`src/rtl/move_pkg.sv`:
```
// Shared types and geometry defaults for sprite movement scheduling and
// sprite motion logic.
package move_pkg;

   typedef enum logic [2:0] {
      NONE  = 3'd0,
      UP    = 3'd1,
      DOWN  = 3'd2,
      LEFT  = 3'd3,
      RIGHT = 3'd4
   } dir_t;

   typedef enum logic [2:0] {
      IDLE,
      PROBE_REQ,
      WAIT_REQ,
      PROBE_CUR,
      WAIT_CUR,
      NEXT,
      COMMIT
   } state_t;

   localparam int HALF       = 13;
   localparam int X_MAX      = 404;
   localparam int Y_MAX      = 447;
   localparam int TILE_SHIFT = 4;

endpackage

```
`src/rtl/probe_calc.sv`:
```
// Combinational probe-point generator: maps a sprite centre and a direction
// to the maze tile just beyond the sprite edge, flagging out-of-bounds points.
module probe_calc
   import move_pkg::*;
#(
   parameter int HALF       = move_pkg::HALF,
   parameter int X_MAX      = move_pkg::X_MAX,
   parameter int Y_MAX      = move_pkg::Y_MAX,
   parameter int TILE_SHIFT = move_pkg::TILE_SHIFT
) (
   input  logic [9:0] x_i,
   input  logic [9:0] y_i,
   input  dir_t       dir_i,
   output logic [4:0] tx_o,
   output logic [4:0] ty_o,
   output logic       oob_o
);

   localparam logic signed [10:0] OFS = 11'(HALF + 1);
   localparam logic signed [10:0] XM  = 11'(X_MAX);
   localparam logic signed [10:0] YM  = 11'(Y_MAX);

   logic signed [10:0] px;
   logic signed [10:0] py;

   always_comb begin
      px = signed'({1'b0, x_i});
      py = signed'({1'b0, y_i});
      case (dir_i)
         UP:      py = py - OFS;
         DOWN:    py = py + OFS;
         LEFT:    px = px - OFS;
         RIGHT:   px = px + OFS;
         default: ;
      endcase
   end

   // Large coordinates that wrap past the 11-bit signed range read as negative.
   assign oob_o = (dir_i == NONE) || (px < 0) || (py < 0) || (px >= XM) || (py >= YM);
   assign tx_o  = 5'(unsigned'(px) >> TILE_SHIFT);
   assign ty_o  = 5'(unsigned'(py) >> TILE_SHIFT);

endmodule

```
`src/rtl/move_sched.sv`:
```
// Per-frame movement scheduler: walks every sprite through one shared maze
// wall-lookup port and commits step enables/directions atomically.
module move_sched
   import move_pkg::*;
#(
   parameter int N_SPRITES  = 4,
   parameter int HALF       = move_pkg::HALF,
   parameter int X_MAX      = move_pkg::X_MAX,
   parameter int Y_MAX      = move_pkg::Y_MAX,
   parameter int TILE_SHIFT = move_pkg::TILE_SHIFT,
   parameter int RD_LAT     = 1
) (
   input  logic                    Clk,
   input  logic                    Reset,
   input  logic                    frame_tick,
   input  logic [3*N_SPRITES-1:0]  req_dir,
   input  logic [10*N_SPRITES-1:0] pos_x,
   input  logic [10*N_SPRITES-1:0] pos_y,
   output logic                    maze_rd,
   output logic [4:0]              maze_tx,
   output logic [4:0]              maze_ty,
   input  logic                    maze_wall,
   output logic [N_SPRITES-1:0]    step_en,
   output logic [3*N_SPRITES-1:0]  step_dir,
   output logic                    busy,
   output logic                    done,
   output logic                    overrun
);

   localparam int             IW       = (N_SPRITES > 1) ? $clog2(N_SPRITES) : 1;
   localparam logic [IW-1:0]  LAST_IDX = IW'(N_SPRITES - 1);
   localparam logic [1:0]     LAT_END  = 2'(RD_LAT - 1);

   state_t                   state_q, state_d;
   logic [IW-1:0]            idx_q, idx_d;
   logic [1:0]               lat_q, lat_d;
   logic                     busy_q, busy_d;
   logic                     overrun_q, overrun_d;
   logic [N_SPRITES-1:0]     step_en_q, step_en_d;
   logic [3*N_SPRITES-1:0]   step_dir_q, step_dir_d;
   logic [3*N_SPRITES-1:0]   last_q, last_d;

   logic [3*N_SPRITES-1:0]   req_q, req_d;
   logic [10*N_SPRITES-1:0]  px_q, px_d;
   logic [10*N_SPRITES-1:0]  py_q, py_d;
   logic [3*N_SPRITES-1:0]   new_dir_q, new_dir_d;
   logic [N_SPRITES-1:0]     new_en_q, new_en_d;

   dir_t                     req_cur;
   dir_t                     last_cur;
   dir_t                     probe_dir;
   logic                     probe_oob;
   logic                     wait_end;

   assign req_cur   = dir_t'(req_q[3*idx_q +: 3]);
   assign last_cur  = dir_t'(last_q[3*idx_q +: 3]);
   assign probe_dir = (state_q == PROBE_CUR) ? last_cur : req_cur;
   assign wait_end  = (lat_q == LAT_END);

   probe_calc #(
      .HALF       (HALF),
      .X_MAX      (X_MAX),
      .Y_MAX      (Y_MAX),
      .TILE_SHIFT (TILE_SHIFT)
   ) u_probe (
      .x_i   (px_q[10*idx_q +: 10]),
      .y_i   (py_q[10*idx_q +: 10]),
      .dir_i (probe_dir),
      .tx_o  (maze_tx),
      .ty_o  (maze_ty),
      .oob_o (probe_oob)
   );

   assign maze_rd  = ((state_q == PROBE_REQ) || (state_q == PROBE_CUR)) && !probe_oob;
   assign done     = (state_q == COMMIT);
   assign busy     = busy_q;
   assign overrun  = overrun_q;
   assign step_en  = step_en_q;
   assign step_dir = step_dir_q;

   always_comb begin
      state_d    = state_q;
      idx_d      = idx_q;
      lat_d      = lat_q;
      busy_d     = busy_q;
      overrun_d  = overrun_q;
      step_en_d  = step_en_q;
      step_dir_d = step_dir_q;
      last_d     = last_q;
      req_d      = req_q;
      px_d       = px_q;
      py_d       = py_q;
      new_dir_d  = new_dir_q;
      new_en_d   = new_en_q;

      case (state_q)
         IDLE: begin
            if (frame_tick) begin
               req_d   = req_dir;
               px_d    = pos_x;
               py_d    = pos_y;
               idx_d   = '0;
               busy_d  = 1'b1;
               state_d = PROBE_REQ;
            end
         end
         PROBE_REQ: begin
            lat_d   = '0;
            state_d = probe_oob ? PROBE_CUR : WAIT_REQ;
         end
         WAIT_REQ: begin
            if (wait_end) begin
               if (!maze_wall) begin
                  new_dir_d[3*idx_q +: 3] = req_cur;
                  new_en_d[idx_q]         = 1'b1;
                  state_d                 = NEXT;
               end else begin
                  state_d = PROBE_CUR;
               end
            end else begin
               lat_d = lat_q + 2'd1;
            end
         end
         PROBE_CUR: begin
            lat_d = '0;
            if (last_cur == NONE) begin
               new_dir_d[3*idx_q +: 3] = NONE;
               new_en_d[idx_q]         = 1'b0;
               state_d                 = NEXT;
            end else if (probe_oob) begin
               new_dir_d[3*idx_q +: 3] = last_cur;
               new_en_d[idx_q]         = 1'b0;
               state_d                 = NEXT;
            end else begin
               state_d = WAIT_CUR;
            end
         end
         WAIT_CUR: begin
            if (wait_end) begin
               // A blocked sprite keeps its facing but stops.
               new_dir_d[3*idx_q +: 3] = last_cur;
               new_en_d[idx_q]         = !maze_wall;
               state_d                 = NEXT;
            end else begin
               lat_d = lat_q + 2'd1;
            end
         end
         NEXT: begin
            if (idx_q == LAST_IDX) begin
               // Results become visible together with the done pulse.
               step_en_d  = new_en_q;
               step_dir_d = new_dir_q;
               last_d     = new_dir_q;
               state_d    = COMMIT;
            end else begin
               idx_d   = idx_q + IW'(1);
               state_d = PROBE_REQ;
            end
         end
         COMMIT: begin
            busy_d  = 1'b0;
            state_d = IDLE;
         end
         default: state_d = IDLE;
      endcase

      if (frame_tick && busy_q) begin
         overrun_d = 1'b1;
      end
   end

   always_ff @(posedge Clk) begin
      if (Reset) begin
         state_q    <= IDLE;
         idx_q      <= '0;
         lat_q      <= '0;
         busy_q     <= 1'b0;
         overrun_q  <= 1'b0;
         step_en_q  <= '0;
         step_dir_q <= '0;
         last_q     <= '0;
      end else begin
         state_q    <= state_d;
         idx_q      <= idx_d;
         lat_q      <= lat_d;
         busy_q     <= busy_d;
         overrun_q  <= overrun_d;
         step_en_q  <= step_en_d;
         step_dir_q <= step_dir_d;
         last_q     <= last_d;
      end
   end

   always_ff @(posedge Clk) begin
      req_q     <= req_d;
      px_q      <= px_d;
      py_q      <= py_d;
      new_dir_q <= new_dir_d;
      new_en_q  <= new_en_d;
   end

endmodule
```
`config.mk`:
```
export PLATFORM = sky130hd
export DESIGN_NAME = move_sched
export DESIGN_NICKNAME = d
export VERILOG_FILES = /design/src/rtl/move_pkg.sv /design/src/rtl/probe_calc.sv /design/src/rtl/move_sched.sv
export SDC_FILE = /design/constraint.sdc
export NUM_CORES = 1
export LEC_CHECK = 0
export CAP_MARGIN = 30
export CORE_ASPECT_RATIO = 0.75
export CORE_MARGIN = 4
export CORE_UTILIZATION = 32
export CTS_CLUSTER_DIAMETER = 100
export CTS_CLUSTER_SIZE = 30
export DETAILED_ROUTE_END_ITERATION = 12
export GPL_TIMING_DRIVEN = 0
export HOLD_SLACK_MARGIN = 0.05
export PLACE_DENSITY = 0.56
export SLEW_MARGIN = 0
export SYNTH_ARGS = -nofsm -noshare
export SYNTH_HDL_FRONTEND = slang
export SYNTH_SLANG_ARGS = --single-unit
```
`constraint.sdc`:
```
create_clock -name Clk -period 5 [get_ports Clk]
set_clock_uncertainty 0.05 [all_clocks]
set_input_delay 1 -clock Clk [delete_from_list [all_inputs] [get_ports Clk]]
set_output_delay 1 -clock Clk [all_outputs]
set_load 0.005 [all_outputs]
```
Yosys cells after proc, flatten, opt, wreduce, memory -nomap -nowiden:

Cells that the tools add are included.

* output and inout bits: 30
* input bits: 96
* bits in registers: 133
* logic and storage cells: 120

* shift operators: 8
* equal/unequal tests: 18
* order comparisons: 6
* $add $sub $neg: 7
* multipliers: 2
* reduce and logical (&&, ||, !) cells: 27
* multiplexer cells: 37
* bitwise gates (word level): 3

Operators by type and width (number)
* $shiftx 40x7->10: 2
* $shiftx 3x34->12: 2
* $mux 12: 5
* $pmux 11 s2: 2
* $bwmux 12: 3
* $pmux 12 s3: 1
* $neg 4->34: 1
* $shift 3x34->12 const A: 1
* $shiftx 3x34->12 const A: 1
* $shiftx 12x5->3: 2
* $add 10x4->11 const B: 2
* $ge 11x10->1 const B: 2
* $lt 11x1->1 const B: 2
* $sub 10x4->11 const B: 2
* $mux 4: 5
* $mux 3: 6
* $pmux 3 s6: 1
* $eq 3x2->1 const B: 4
* $eq 3x3->1 const B: 4
* $ne 2x2->1 const B: 6
* $pmux 4 s3: 1
* $logic_not 3->1: 3
* $pmux 2 s2: 2
* $reduce_and 2->1: 4
* 25 further kinds: 44

Depth between registers and ports, before layout:

* depth after elaboration: 13
* gate-level depth with buffers: 16
* mapped depth without buffers: 14

Hierarchy:

Synthesis repeated with hierarchy kept, for this count alone.

* cells, all modules: 519
* area, all modules: 6642.6 um^2

By module, submodules not included
* move_sched: area each 5557.8 um^2, sequential area each 3743.6 um^2, instances 1, cells each 371
* probe_calc: area each 1084.8 um^2, sequential area each 0.0 um^2, instances 1, cells each 148

Worst setup path after synthesis:

Ideal clock, no wire load.

* path kind: flip-flop to output port
* start point: reg idx_q[0]
* end point: out maze_rd
* arrival: 3882 ps
* stages on the path, launching flop included: 17
* slack: 68 ps
* path buffers: 2
* data required time: 3950 ps
* cells stage by stage: dfxtp_1 > buf_6 > mux4_2 > mux2_2 > clkbuf_1 > nand2_1 > nor2_1 > inv_1 > ha_1 > a2111oi_0 > o31ai_1 > o211ai_1 > xnor2_1 > o2111ai_1 > o211ai_1 > nor4_4 > and4_1

* longest elaborated chain between the ends: 12
* elaborated cells between the ends (all ways): 28
* those cells by class: add/sub: 4; mul: 2; order compare: 4; eq/ne: 4; shift: 4; mux: 3; reduce/logical: 7

Ends and longest elaborated chain
* start: declaration: RTL line move_sched.sv:35 `logic [IW-1:0] idx_q, idx_d;`
* start signal: assignment: RTL line move_sched.sv:184 `idx_q <= idx_d;`
* parallel branches: the longest is 9 deep, another holds $add 10x4->11
* $logic_or 1x1->1 (*): RTL line probe_calc.sv:39 `assign oob_o = (dir_i == NONE) || (px < 0) || (py < 0) || (px >= XM) || (py >= YM);`
* $logic_not 1->1 (*): RTL line move_sched.sv:74 `assign maze_rd = ((state_q == PROBE_REQ) || (state_q == PROBE_CUR)) && !probe_oob;`
* $logic_and 1x1->1 (*): RTL line move_sched.sv:74
* end: declaration: RTL line move_sched.sv:19 `output logic maze_rd,`

Mark *: on every way between the ends.

Worst setup path after layout:

Ends and elaborated chain as after synthesis.

==> results.sh <==
export IMPL_finalSetupTns_ns=-0.327
export IMPL_synth_area_leader_cell="edfxtp_1"
export IMPL_initial_core_util=0.327
export IMPL_rows=45
export IMPL_netlist_instances=545
export IMPL_gr_total_overflow=0
export IMPL_ys_seq_elements=129
export IMPL_irDropWorstVdd_v=0.000243
export IMPL_slowest_delay_ns=0.56
export IMPL_cp_arrival_ns=4.28
export IMPL_slew_headroom=0.533
export IMPL_antenna_found_initial=0
export IMPL_fin_crit_sh=1.07
export IMPL_core_area_mm2=0.0203
export IMPL_cts_buffers_inserted=17
export IMPL_leakage_uw=0.00335
export IMPL_cts_buffer_depth=2
export IMPL_async_reset_ff_frac=0
export IMPL_final_max_slew_viol_count=0
export IMPL_synthTopCellsByArea="edfxtp_1, mux4_2, dfxtp_1, nand2_1, ha_1"
export IMPL_synthDominantCellAreaShare=0.471
export IMPL_die_area_mm2=0.0231
export IMPL_final_hold_viol_count=0
export IMPL_path_clk_slew_ns=0.06
export IMPL_reg2reg_from="idx_q[0]$_SDFFE_PP0P_"
export IMPL_cts_sinks=129
export IMPL_met1_usage=0.233
export IMPL_setup_worst_path_class="reg -> out"
export IMPL_synth_cell_type_count=59
export IMPL_place_congestion=0.861
export IMPL_via_per_inst=5.11
export IMPL_finalWirelength_um=18200
export IMPL_firstDrtPassIters=5
export IMPL_cts_root_buf="clkbuf_16"
export IMPL_setup_ws_ns=-0.327
export IMPL_crit_slowest_cell="mux4_2"
export IMPL_grt_max_degree=74
export IMPL_r2r_slack_ns=0.53
export IMPL_htreeDepth=4
export IMPL_dp_hpwl_um=13100
export IMPL_drive_above_1_share=0.237
export IMPL_whs_path_depth=2
export IMPL_die_w_um=174
export IMPL_drc=0
export IMPL_grt_pass1_wl_um=28400
export IMPL_grt_pass1_vias=5204
export IMPL_cts_tree="done"
export IMPL_met3_usage=0.0468
export IMPL_synthesis_area_mm2=0.00663
export IMPL_crit_fanout=8
export IMPL_violations="negative setup slack"
export IMPL_yosys_warnings=0
export IMPL_ant_nets=0
export IMPL_grt_setup_unrepaired="yes"
export IMPL_wire_per_inst_um=18.3
export IMPL_setup_violations=1
export IMPL_cp_start_kind="flop"
export IMPL_area_growth_pct=42.5
export IMPL_insertedDiodeCount=0
export IMPL_synth_area_per_cell_um2=12.2
export IMPL_synthFlopType="edfxtp_1"
export IMPL_met2_usage=0.222
export IMPL_crit_end="maze_rd"
export IMPL_fin_crit_ns=5.33
export IMPL_max_freq_mhz=188
export IMPL_grt_busiest_layer="met1"
export IMPL_required_ns=3.95
export IMPL_dr_total_vias=5089
export IMPL_place_ws_ns=-1.53
export IMPL_portBuffers=120
export IMPL_synth_most_common_cell="edfxtp_1"
export IMPL_hold_path_class="reg -> reg"
export IMPL_synthTopCellsByCount="edfxtp_1, nand2_1, a21oi_1, nor2_1"
export IMPL_outcome="finished with violations"
export IMPL_die_h_um=133
export IMPL_synth_edff_count=104
export IMPL_drtIter0Drc=373
export IMPL_crit_path_cell_trace="buf_12, mux4_2, mux2_4, nor2_4, clkinv_4, ha_4, a21o_1, a21oi_4, a21oi_2, or4_4, nand2_4, a311oi_4, nor4_4, and4_1, buf_2"
export IMPL_clk_latency_ns=0.42
export IMPL_tightest_slew_ns=0.694
export IMPL_io_pins=126
export IMPL_grt_usage=0.157
export IMPL_syn_num_nets=663
export IMPL_powerDensity_mw_per_mm2=337
export IMPL_ys_seq_area_frac=0.547
export IMPL_ff2ff_path_depth=18
export IMPL_crit_start="idx_q[0]$_SDFFE_PP0P_"
export IMPL_cp_end_kind="output port"
export IMPL_maxCapViolCount=0
export IMPL_nNetsFinal=842
[worst min-delay path by stage]
stage | from | end
global route | step_en[0]$_SDFFE_PP0P_ | step_en[0]$_SDFFE_PP0P_
finish | step_en[2]$_SDFFE_PP0P_ | step_en[2]$_SDFFE_PP0P_
floorplan | step_en[0]$_SDFFE_PP0P_ | step_en[0]$_SDFFE_PP0P_
detailed placement | step_en[2]$_SDFFE_PP0P_ | step_en[2]$_SDFFE_PP0P_
CTS | step_en[2]$_SDFFE_PP0P_ | step_en[2]$_SDFFE_PP0P_
global placement | step_en[1]$_SDFFE_PP0P_ | step_en[1]$_SDFFE_PP0P_
[registers in the layout (all words and copies together) (netlist names), named ones only]
register and cells:
overrun 1, py_q 40, px_q 36, busy 1, idx_q 2, req_q 12
step_en 4, new_en_q 4, lat_q 2, last_q 12, state_q 3
[cells by family (layout without fill, tap and decap cells)]
logic type,count (synthesis),in the layout,synth area share
adders and majority gates,22,22,0.0438
muxes,48,48,0.127
DFF,129,129,0.547
and+or+nand+nor,169,169,0.115
buffers and inverters,34,226,0.0227
xor gates and xnor gates,20,20,0.0264
AOI/OAI and AO/OA,123,123,0.119
[through the flow]
stage | hold slack (ns) | cells | util | power (uW) | area, um^2
after CTS | 0.413 | 975 | 0.449 | 3110 | 9100
after global routing | 0.428 | 995 | 0.466 | 3330 | 9440
after global placement | 0.400 | 923 | 0.402 | 1880 | 8150
after detailed placement | 0.405 | 924 | 0.404 | 1900 | 8180
after floorplan | 0.403 | 545 | - | 1670 | 6630
final | 0.407 | 995 | 0.466 | 3180 | 9440
[metal layers]
| metal | part of all wire | vias up |
|---|---|---|
| met3 | 0.063 | 16 |
| met1 | 0.50 | 2462 |
| met5 | 0 | - |
| met2 | 0.42 | 179 |
| li1 | - | 2432 |
| met4 | 0.012 | 0 |
[timing repair]
item / 4_1_cts / 5_1_grt
gates resized for setup: 65 / 43
hold buffers: 0 / 0
endpoints found under the hold margin: 0 / 0
setup buffers: 19 / 22
pin swaps: 19 / 36
endpoints found under the setup margin: 28 / 5
[critical path, delay by kind of cell (launching register included)]
kind | cells | cell delay, ns
AO/OA/AOI/OAI | 4 | 0.52
adder cells (fa/ha/maj) | 1 | 0.24
buffers and inverters | 3 | 0.40
flip-flops | 1 | 0.36
multiplexers | 2 | 0.88
AND/OR/NAND/NOR | 5 | 1.44
[cell usage in the layout (no fill, tap or decap), types with 5 or more instances in the layout]
| master | n |
|---|---|
| o22ai_1 | 5 |
| o21ai_0 | 23 |
| mux2i_1 | 10 |
| buf_4 | 40 |
| ha_1 | 11 |
| inv_1 | 10 |
| ha_4 | 9 |
| nand2_1 | 84 |
| clkbuf_1 | 12 |
| dfxtp_1 | 23 |
| nor3_1 | 13 |
| xnor2_1 | 16 |
| a21oi_1 | 37 |
| a21oi_2 | 6 |
| clkbuf_16 | 17 |
| nand3_1 | 10 |
| edfxtp_1 | 104 |
| mux2_2 | 5 |
| a21o_1 | 9 |
| clkinv_4 | 7 |
| o211ai_1 | 6 |
| nor2_1 | 31 |
| clkdlybuf4s50_1 | 113 |
| mux4_2 | 24 |
| mux2_4 | 5 |
| buf_6 | 8 |
[layout make-up]
| type | instances | area (um^2) |
|---|---|---|
| inverters | 13 | 58.8 |
| flip-flops and latches | 129 | 3630 |
| multi-input cells | 382 | 3220 |
| well taps | 258 | 323 |
| clock inverters | 14 | 111 |
| plain buffers | 20 | 124 |
| clock buffers | 18 | 429 |
| repair buffers | 161 | 1540 |
| fillers | 1834 | 10800 |
[power breakdown]
part | total (uW) | leakage (uW) | switching [uW] | internal (uW)
sequential | 1280 | 0.00118 | 24.9 | 1260
combinational | 767 | 0.00191 | 386 | 381
clock | 1130 | 0.000254 | 494 | 639
(Power assumes the default switching activity.)
